**src/rtl/i2c_pkg.sv**
```systemverilog
// Shared types and widths for the single-byte I2C master.
package i2c_pkg;

  typedef enum logic [2:0] {
    IDLE,
    START,
    ADDR,
    ADDR_ACK,
    DATA,
    DATA_ACK,
    STOP
  } state_t;

  typedef enum logic [1:0] {
    SP_WAIT,
    SP_LOW,
    SP_HIGH
  } stop_ph_t;

  localparam int I2C_BYTE_BITS = 8;
  localparam int BAUD_W = 20;
  localparam int FREQ_W = 30;
  localparam int CNT_W = $clog2(I2C_BYTE_BITS);
  localparam logic [CNT_W-1:0] BIT_LAST = CNT_W'(I2C_BYTE_BITS - 1);

endpackage

```
**src/rtl/i2c_master_controller_edge_detect.sv**
```systemverilog
// Registers the baud generator output once and flags its edges.
module i2c_edge_detect (
  input  logic clk,
  input  logic rst_n,
  input  logic clock_i2c,
  output logic prev,
  output logic rise,
  output logic fall
);

  always_ff @(posedge clk or negedge rst_n) begin
    if (!rst_n) prev <= 1'b0;
    else        prev <= clock_i2c;
  end

  assign rise = clock_i2c & ~prev;
  assign fall = ~clock_i2c & prev;

endmodule

```
**src/rtl/i2c_master_controller.sv**
```systemverilog
// Single-byte I2C master: START, addr+R/W, ACK, one data byte, ACK, STOP.
// Owns the baud generator configuration and enable.
module i2c_master_controller
  import i2c_pkg::*;
#(
  parameter int CLOCK_FREQUENCY = 50_000_000,
  parameter int BAUD_RATE       = 100_000
) (
  input  logic                     clock,
  input  logic                     Reset,
  input  logic                     Start,
  input  logic [6:0]               Address,
  input  logic                     ReadWrite,
  input  logic [I2C_BYTE_BITS-1:0] DataIn,
  output logic [I2C_BYTE_BITS-1:0] DataOut,
  output logic                     Busy,
  output logic                     Done,
  output logic                     AckError,
  output logic                     BaudEnable,
  output logic [FREQ_W-1:0]        ClockFrequency,
  output logic [BAUD_W-1:0]        BaudRate,
  input  logic                     ClockI2C,
  output logic                     SCL,
  output logic                     SDAOut,
  input  logic                     SDAIn
);

  state_t                   state;
  stop_ph_t                 stop_ph;
  logic [I2C_BYTE_BITS-1:0] shreg;
  logic [I2C_BYTE_BITS-1:0] wdata;
  logic [CNT_W-1:0]         bit_cnt;
  logic                     rw;
  logic                     sampled;
  logic                     prev;
  logic                     rise;
  logic                     fall;
  logic                     scl_en;
  logic                     rd_data;

  assign ClockFrequency = FREQ_W'(CLOCK_FREQUENCY);
  assign BaudRate       = BAUD_W'(BAUD_RATE);

  i2c_edge_detect u_edge (
    .clk       (clock),
    .rst_n     (Reset),
    .clock_i2c (ClockI2C),
    .prev      (prev),
    .rise      (rise),
    .fall      (fall)
  );

  // SCL follows the delayed generator until the STOP rise, then parks high
  assign scl_en = (state inside {ADDR, ADDR_ACK, DATA, DATA_ACK})
               || (state == STOP && stop_ph != SP_HIGH);
  assign SCL = scl_en ? prev : 1'b1;

  assign rd_data = (state == DATA) && rw;

  always_ff @(posedge clock or negedge Reset) begin
    if (!Reset) begin
      state      <= IDLE;
      stop_ph    <= SP_WAIT;
      SDAOut     <= 1'b1;
      BaudEnable <= 1'b0;
      Busy       <= 1'b0;
      Done       <= 1'b0;
      AckError   <= 1'b0;
      DataOut    <= '0;
      shreg      <= '0;
      wdata      <= '0;
      bit_cnt    <= '0;
      rw         <= 1'b0;
      sampled    <= 1'b0;
    end else begin
      Done <= 1'b0;
      unique case (state)
        IDLE: begin
          if (Start) begin
            shreg      <= {Address, ReadWrite};
            rw         <= ReadWrite;
            wdata      <= DataIn;
            AckError   <= 1'b0;
            BaudEnable <= 1'b1;
            Busy       <= 1'b1;
            state      <= START;
          end
        end
        START: begin
          if (rise) begin
            SDAOut  <= 1'b0;
            bit_cnt <= BIT_LAST;
            state   <= ADDR;
          end
        end
        ADDR, DATA: begin
          if (fall) begin
            SDAOut <= rd_data ? 1'b1 : shreg[I2C_BYTE_BITS-1];
            shreg  <= shreg << 1;
          end
          if (rise) begin
            if (rd_data)
              DataOut <= {DataOut[I2C_BYTE_BITS-2:0], SDAIn};
            if (bit_cnt == '0) begin
              sampled <= 1'b0;
              state   <= (state == ADDR) ? ADDR_ACK : DATA_ACK;
            end else begin
              bit_cnt <= bit_cnt - 1'b1;
            end
          end
        end
        ADDR_ACK, DATA_ACK: begin
          // a read's data ACK slot is our own NACK, never an error
          if (rise) begin
            sampled <= 1'b1;
            if (SDAIn && !(state == DATA_ACK && rw))
              AckError <= 1'b1;
          end
          if (fall && !sampled)
            SDAOut <= 1'b1;
          if (fall && sampled) begin
            sampled <= 1'b0;
            if (state == DATA_ACK) begin
              SDAOut  <= 1'b0;
              stop_ph <= SP_LOW;
              state   <= STOP;
            end else if (AckError) begin
              stop_ph <= SP_WAIT;
              state   <= STOP;
            end else begin
              SDAOut  <= rw ? 1'b1 : wdata[I2C_BYTE_BITS-1];
              shreg   <= wdata << 1;
              bit_cnt <= BIT_LAST;
              state   <= DATA;
            end
          end
        end
        STOP: begin
          if (fall && stop_ph == SP_WAIT) begin
            SDAOut  <= 1'b0;
            stop_ph <= SP_LOW;
          end else if (rise && stop_ph == SP_LOW) begin
            stop_ph <= SP_HIGH;
          end else if (fall && stop_ph == SP_HIGH) begin
            SDAOut     <= 1'b1;
            BaudEnable <= 1'b0;
            Busy       <= 1'b0;
            Done       <= 1'b1;
            stop_ph    <= SP_WAIT;
            state      <= IDLE;
          end
        end
        default: state <= IDLE;
      endcase
    end
  end

endmodule

```
**config.mk**
```make
export PLATFORM = sky130hd
export DESIGN_NAME = i2c_master_controller
export DESIGN_NICKNAME = d
export VERILOG_FILES = /design/src/rtl/i2c_pkg.sv /design/src/rtl/i2c_master_controller_edge_detect.sv /design/src/rtl/i2c_master_controller.sv
export SDC_FILE = /design/constraint.sdc
export NUM_CORES = 1
export LEC_CHECK = 0
export ABC_AREA = 1
export ABC_CLOCK_PERIOD_IN_PS = 2800
export BUFFER_PORTS_ARGS = -buffer_cell sky130_fd_sc_hd__buf_2
export CORE_MARGIN = 1
export CORE_UTILIZATION = 35
export DETAILED_ROUTE_END_ITERATION = 6
export GPL_TIMING_DRIVEN = 0
export PLACE_DENSITY_LB_ADDON = 0.12
export SLEW_MARGIN = 10
export SYNTH_ARGS = -nofsm -noshare
export SYNTH_HDL_FRONTEND = slang
export SYNTH_HIERARCHICAL = 1
export SYNTH_SLANG_ARGS = --single-unit
```
**constraint.sdc**
```tcl
create_clock -name clock -period 2.8 [get_ports clock]
set_clock_uncertainty 0.05 [all_clocks]
set_input_delay 0.14 -clock clock [delete_from_list [all_inputs] [get_ports clock]]
set_output_delay 0.14 -clock clock [all_outputs]
set_load 0.005 [all_outputs]
```
== After elaboration in Yosys (flattened, before gate mapping) ==
Cells that the tools add are included.

* Register bits after elaboration: 39
* Bits in latches: 0
* Bits in writable memories: 0
* Bits in read-only memories: 0
* Input port bits: 21
* Output and inout bits: 64
* Logic and storage cells: 144
* Memories: 0

* $add $sub $neg: 1
* Multiply operators: 0
* Divide/modulo/power cells: 0
* $lt $le $gt $ge: 0
* Equal/unequal tests: 28
* Shift-type cells: 0
* Multiplexer cells: 63
* Bitwise logic cells: 4
* Reduce and logical (&&, ||, !) cells: 35

{| class="wikitable"
|+ Operators by type and width
! kind !! count
|-
| $mux 3 || 15
|-
| $mux 8 || 5
|-
| $ne 2x2->1 const B || 14
|-
| $mux 1 || 27
|-
| $pmux 8 s3 || 1
|-
| $mux 2 || 8
|-
| $pmux 3 s5 || 1
|-
| $reduce_and 4->1 || 3
|-
| $reduce_and 5->1 || 2
|-
| $eq 3x3->1 const B || 3
|-
| $logic_and 1x1->1 || 9
|-
| $ne 3x3->1 const B || 3
|-
| $pmux 3 s3 || 1
|-
| $reduce_and 8->1 || 1
|-
| $reduce_bool 2->1 || 4
|-
| $reduce_bool 4->1 || 2
|-
| $reduce_and 7->1 || 1
|-
| $eq 3x2->1 const B || 2
|-
| $logic_not 3->1 || 2
|-
| $pmux 1 s2 || 3
|-
| $reduce_and 6->1 || 1
|-
| $reduce_bool 3->1 || 2
|-
| $ne 4x1->1 const B || 1
|-
| $pmux 1 s4 || 1
|-
| other kinds (15) || 19
|}

== Longest topological paths before layout ==
* Depth in word-level cells: 8
* Gate-level depth with buffers: 10
* Gate-level depth less buffers: 9

== Modules after synthesis ==
The synthesis kept the hierarchy.

{| class="wikitable"
|+ By module, submodules not included
! module !! times used !! cells each !! area each (µm²)
|-
| i2c_master_controller || 1 || 338 || 2,557.5
|-
| i2c_edge_detect || 1 || 5 || 40.0
|}

== Worst setup path before layout ==
No wires, ideal clock.

* Path type: reg2reg
* Start: register state[2]
* End: register shreg[0]
* Setup time: 116 ps
* Arrival: 1,293 ps
* Data required time: 2,634 ps
* Setup slack: 1,340 ps
* Stages on the path, launching flop included: 10
* Clock period less this slack: 1,460 ps
* Path through: dfrtp_1 buf_6 nor2_8 nor2_8 nand2_2 inv_2 nor2_8 nand2_4 nand2_1 nand2_1

* Longest elaborated chain between the ends: 4
* Elaborated cells on any way between the ends: 15
* Classes of those cells: eq/ne (9); mux (1); reduce/logical (5)

{| class="wikitable"
|+ Ends and longest elaborated chain
! element !! RTL line !! source
|-
| start: declaration || i2c_master_controller.sv:28 || <nowiki>state_t state;</nowiki>
|-
| start signal: assignment || i2c_master_controller.sv:106 || <nowiki>state <= (state == ADDR) ? ADDR_ACK : DATA_ACK;</nowiki>
|-
| $eq 3x2->1 (tied with other cells) || i2c_master_controller.sv:77 || <nowiki>unique case (state)</nowiki>
|-
| $reduce_or 2->1 || i2c_master_controller.sv:77 ||
|-
| $ne 2x2->1 (no line) or $reduce_bool 3->1 (tied branches) || n/a ||
|-
| $reduce_and 6->1 (no line) || n/a ||
|-
| end signal: assignment || i2c_master_controller.sv:80 || <nowiki>shreg <= {Address, ReadWrite};</nowiki>
|-
| end signal: assignment || i2c_master_controller.sv:99 || <nowiki>shreg <= shreg << 1;</nowiki>
|-
| end signal: assignment || i2c_master_controller.sv:132 || <nowiki>shreg <= wdata << 1;</nowiki>
|-
| end: declaration || i2c_master_controller.sv:30 || <nowiki>logic [I2C_BYTE_BITS-1:0] shreg;</nowiki>
|}

Several ways; a longest one is shown, not always the timed one.
A chain may end at the register's enable or synchronous reset.

== Worst setup path after layout ==
* Start: register state[1]
* End: output port SCL

* Longest elaborated chain between the ends: 4
* Elaborated cells on any way between the ends: 9
* Classes of those cells: eq/ne (5); mux (1); reduce/logical (3)

{| class="wikitable"
|+ Ends and longest elaborated chain
! element !! RTL line !! source
|-
| $eq 3x2->1 (tied with other cells) || i2c_master_controller.sv:54 || <nowiki>assign scl_en = (state inside {ADDR, ADDR_ACK, DATA, DATA_ACK})</nowiki>
|-
| $reduce_bool 4->1 or $logic_and 1x1->1 (tied branches) || i2c_master_controller.sv:54, i2c_master_controller.sv:55 ||
|-
| $logic_or 1x1->1 * || i2c_master_controller.sv:55 || <nowiki>|| (state == STOP && stop_ph != SP_HIGH);</nowiki>
|-
| $mux 1 * || i2c_master_controller.sv:56 || <nowiki>assign SCL = scl_en ? prev : 1'b1;</nowiki>
|-
| end: declaration || i2c_master_controller.sv:23 || <nowiki>output logic SCL,</nowiki>
|}

Mark *: on every way between the ends. The rest lies on a longest branch, timed or not.

==> out/metrics.csv <==
stage;metric;value;unit
power_and_ir_drop;p_comb_frac;0.547;
logic_synthesis;yosys_register_bits;39;
power_and_ir_drop;p_int;1.57;mW
final_layout;fill_cells;778;
timing;min_period;1.80;ns
grt;grt_max_degree;40;
floorplan;die_y;88.1;um
logic_synthesis;netlist_area;2600;um2
final_layout;area_growth;25.4;%
final_layout;drive_gt1_frac;0.278;
clock_network;insertion_delay;0.30;ns
detailed_routing;num_vias;2228;
final_layout;register_area;977;um2
power_and_ir_drop;switching_share;0.465;
timing;setup_viol;0;
final_layout;nNetsFinal;466;
floorplan;core;7210;um2
grt;grt_pass1_wl;9.26;mm
worst_setup_path;reg2reg_depth;6;
floorplan;io_pins;85;
power_and_ir_drop;p_total;2.93;mW
placement;placed_cell_area;3070;um2
power_and_ir_drop;p_clk_frac;0.132;
worst_setup_path;cp-end-kind;output port;
timing;fmax;556;MHz
power_and_ir_drop;static-leakage-power;1.87;nW
grt;antenna_found_initial;0;
logic_synthesis;seq_area_frac_synth;0.376;
placement;finalWeightedCongestion;0.821;
clock_network;cts_max_path_buffers;2;
run;cap_violations;0;
power_and_ir_drop;power_frac_seq;0.321;
timing;slew_headroom;0.411;
logic_synthesis;ys_warn_count;6;
detailed_routing;final_antenna_net_count;0;
detailed_routing;avgViaCountPerCell;4.11;
clock_network;clk_pin_slew;0.08;ns
clock_network;cts_root_buffer;clkbuf_8;
detailed_routing;route.detailed.wl_per_inst;10.2;um
clock_network;cts.sinks;39;
worst_setup_path;r2r_end;shreg[4]$_DFFE_PN0P_;
logic_synthesis;avgSynthCellArea;7.57;um2
timing;maxSlewViolCount;0;
floorplan;die_width;88.1;um
detailed_routing;firstDrtPassIters;4;
floorplan;fp-row-count;31;
worst_setup_path;start_kind;register;
floorplan;dieArea;7770;um2
clock_network;cts_setup_buffers;0;
detailed_routing;dr.first_iter.drc_count;131;
worst_hold_path;min_path_type;in2reg;
final_layout;n_antenna_cell;0;
power_and_ir_drop;switchingPower;1.36;mW
logic_synthesis;syn-instance-count;343;
worst_hold_path;whs_path_depth;3;
clock_network;cts-resized-gates;0;
clock_network;cts_buffers;5;
clock_network;cts_htree_levels;2;
detailed_routing;routed_wl;5.52;mm
worst_setup_path;worstPathRequired;2.61;ns
timing;worst_slack;1.00;ns
floorplan;start_util;0.360;
detailed_routing;drcViolationCount;0;
worst_hold_path;hold_start;ReadWrite;
grt;track_usage;0.157;
placement;io_buffers;34;
worst_setup_path;r2r_slack;1.12;ns
worst_hold_path;min_to;shreg[0]$_DFFE_PN0P_;
worst_setup_path;worstSetupPathType;reg2out;
timing;whs;0.0123;ns
power_and_ir_drop;p_per_area;900;nW/um2
clock_network;cts_tree;done;
power_and_ir_drop;max-vdd-ir-drop;0.394;mV
placement;dp_hpwl;4.07;mm
worst_setup_path;critical_path_arrival;1.61;ns
final_layout;final_area;3260;um2
timing;final.period_utilization;0.643;
worst_setup_path;regToRegStartpoint;state[2]$_DFFE_PN0P_;
outcome;outcome;completed;
timing;fin_tns_setup;0;ns
clock_network;hold_buffers;10;
timing;hold_viol_final;0;
grt;overflow;0;
grt;grt_pass1_vias;1995;
placement;preCtsSetupSlack;1.10;ns
timing;worst_pin_slew;0.884;ns
logic_synthesis;ys_types;26;
timing;rsz0062_at_grt;no;
final_layout;multiInputGateArea;1260;um2
worst_setup_path;cp_max_fo;8;
registers in the layout, summed over array words and instances, names as in the netlist:
signal       flops
BaudEnable       1
sampled          1
state            3
wdata            8
rw               1
AckError         1
DataOut          8
Done             1
SDAOut           1
u_edge/prev      1
stop_ph          2
shreg            8
bit_cnt          3
power groups by stage:
stage | registers (mW) | clock network, mW | logic [mW]
3_3_place_gp | 0.952 | 0 | 1.59
6_report | 0.940 | 0.386 | 1.60
3_5_place_dp | 0.952 | 0 | 1.61
5_1_grt | 0.970 | 0.421 | 1.85
4_1_cts | 0.941 | 0.399 | 1.62
2_1_floorplan | 0.925 | 0 | 1.24
routing by layer:
| metal | up-vias | share of wire | track usage |
|---|---|---|---|
| met4 | 0 | 0.021 | 0.0645 |
| met3 | 8 | 0.042 | 0.0311 |
| li1 | 1178 | - | - |
| met5 | - | 0 | 0 |
| met2 | 60 | 0.46 | 0.256 |
| met1 | 982 | 0.48 | 0.203 |
final cells by class:
type,count,area share
Multi-Input combinational cell,266,0.388
Sequential cell,39,0.300
Buffer,57,0.131
Timing Repair Buffer,44,0.0830
Tap cell,99,0.0380
Inverter,29,0.0334
Clock buffer,6,0.0223
Clock inverter,2,0.00384
synth_stat cells:
master	number	share of area
o21ai_0	13	0.025
buf_4	54	0.16
o22ai_1	1	0.0024
nand2_4	3	0.013
dfrtp_1	38	0.37
o21ai_1	7	0.013
a21oi_1	7	0.013
buf_6	1	0.0043
nand3b_1	1	0.0029
nand2_2	6	0.014
ha_1	3	0.014
nor2_1	19	0.027
mux2_2	1	0.0043
nor2_8	4	0.031
inv_2	3	0.0043
o21bai_1	1	0.0029
nand3_2	3	0.012
xnor2_1	2	0.0067
nor2_2	4	0.0096
nand2_1	107	0.15
inv_1	26	0.038
nand3_1	30	0.058
nand4_1	4	0.0096
buf_2	2	0.0039
conb_1	2	0.0029
dfstp_2	1	0.010
worst max-delay path: stages, from the launching register on:
cell and delay (ns):
dfrtp_1 0.35, buf_4 0.20, nand2_4 0.10, nor2_2 0.19, inv_1 0.13, nor2_1 0.14
o21bai_1 0.07, buf_2 0.12
cell families (layout without fill, tap and decap cells):
| family | count (synthesis) | after routing | synth area share |
|---|---|---|---|
| simple gates | 181 | 181 | 0.332 |
| flops | 39 | 39 | 0.376 |
| fa+ha+maj | 3 | 3 | 0.0145 |
| buf+inv | 86 | 138 | 0.206 |
| compound gates | 29 | 29 | 0.0573 |
| xor+xnor | 2 | 2 | 0.00674 |
| other cells | 2 | 50 | 0.00289 |
| mux | 1 | 1 | 0.00433 |
cell usage in the layout (no fill, tap or decap), drive strengths merged, types with 3 or more instances in the layout:
cell type,count
a21oi,7
buf,91
clkbuf,6
conb,50
dfrtp,38
dlygate4sd3,10
ha,3
inv,29
nand2,116
nand3,33
nand4,4
nor2,27
o21ai,20
through the flow:
| step | instances | utilization |
|---|---|---|
| 4_1_cts | 542 | 0.451 |
| 3_3_place_gp | 524 | 0.426 |
| 5_1_grt | 542 | 0.451 |
| 6_report | 542 | 0.451 |
| 3_5_place_dp | 524 | 0.426 |
| 2_1_floorplan | 391 | - |
how the worst max path moves through the flow:
stage / startpoint / depth (start not counted) / to / slack (ns)
2_1_floorplan: state[2]$_DFFE_PN0P_ / 9 / shreg[0]$_DFFE_PN0P_ / 1.34
3_3_place_gp: state[2]$_DFFE_PN0P_ / 6 / shreg[4]$_DFFE_PN0P_ / 1.10
3_5_place_dp: state[2]$_DFFE_PN0P_ / 6 / shreg[4]$_DFFE_PN0P_ / 1.10
4_1_cts: state[1]$_DFFE_PN0P_ / 7 / SCL / 0.98
5_1_grt: ClockI2C / 11 / state[1]$_DFFE_PN0P_ / 0.86
6_report: state[1]$_DFFE_PN0P_ / 7 / SCL / 1.0
Note: power is estimated with default switching activity, not from simulation.
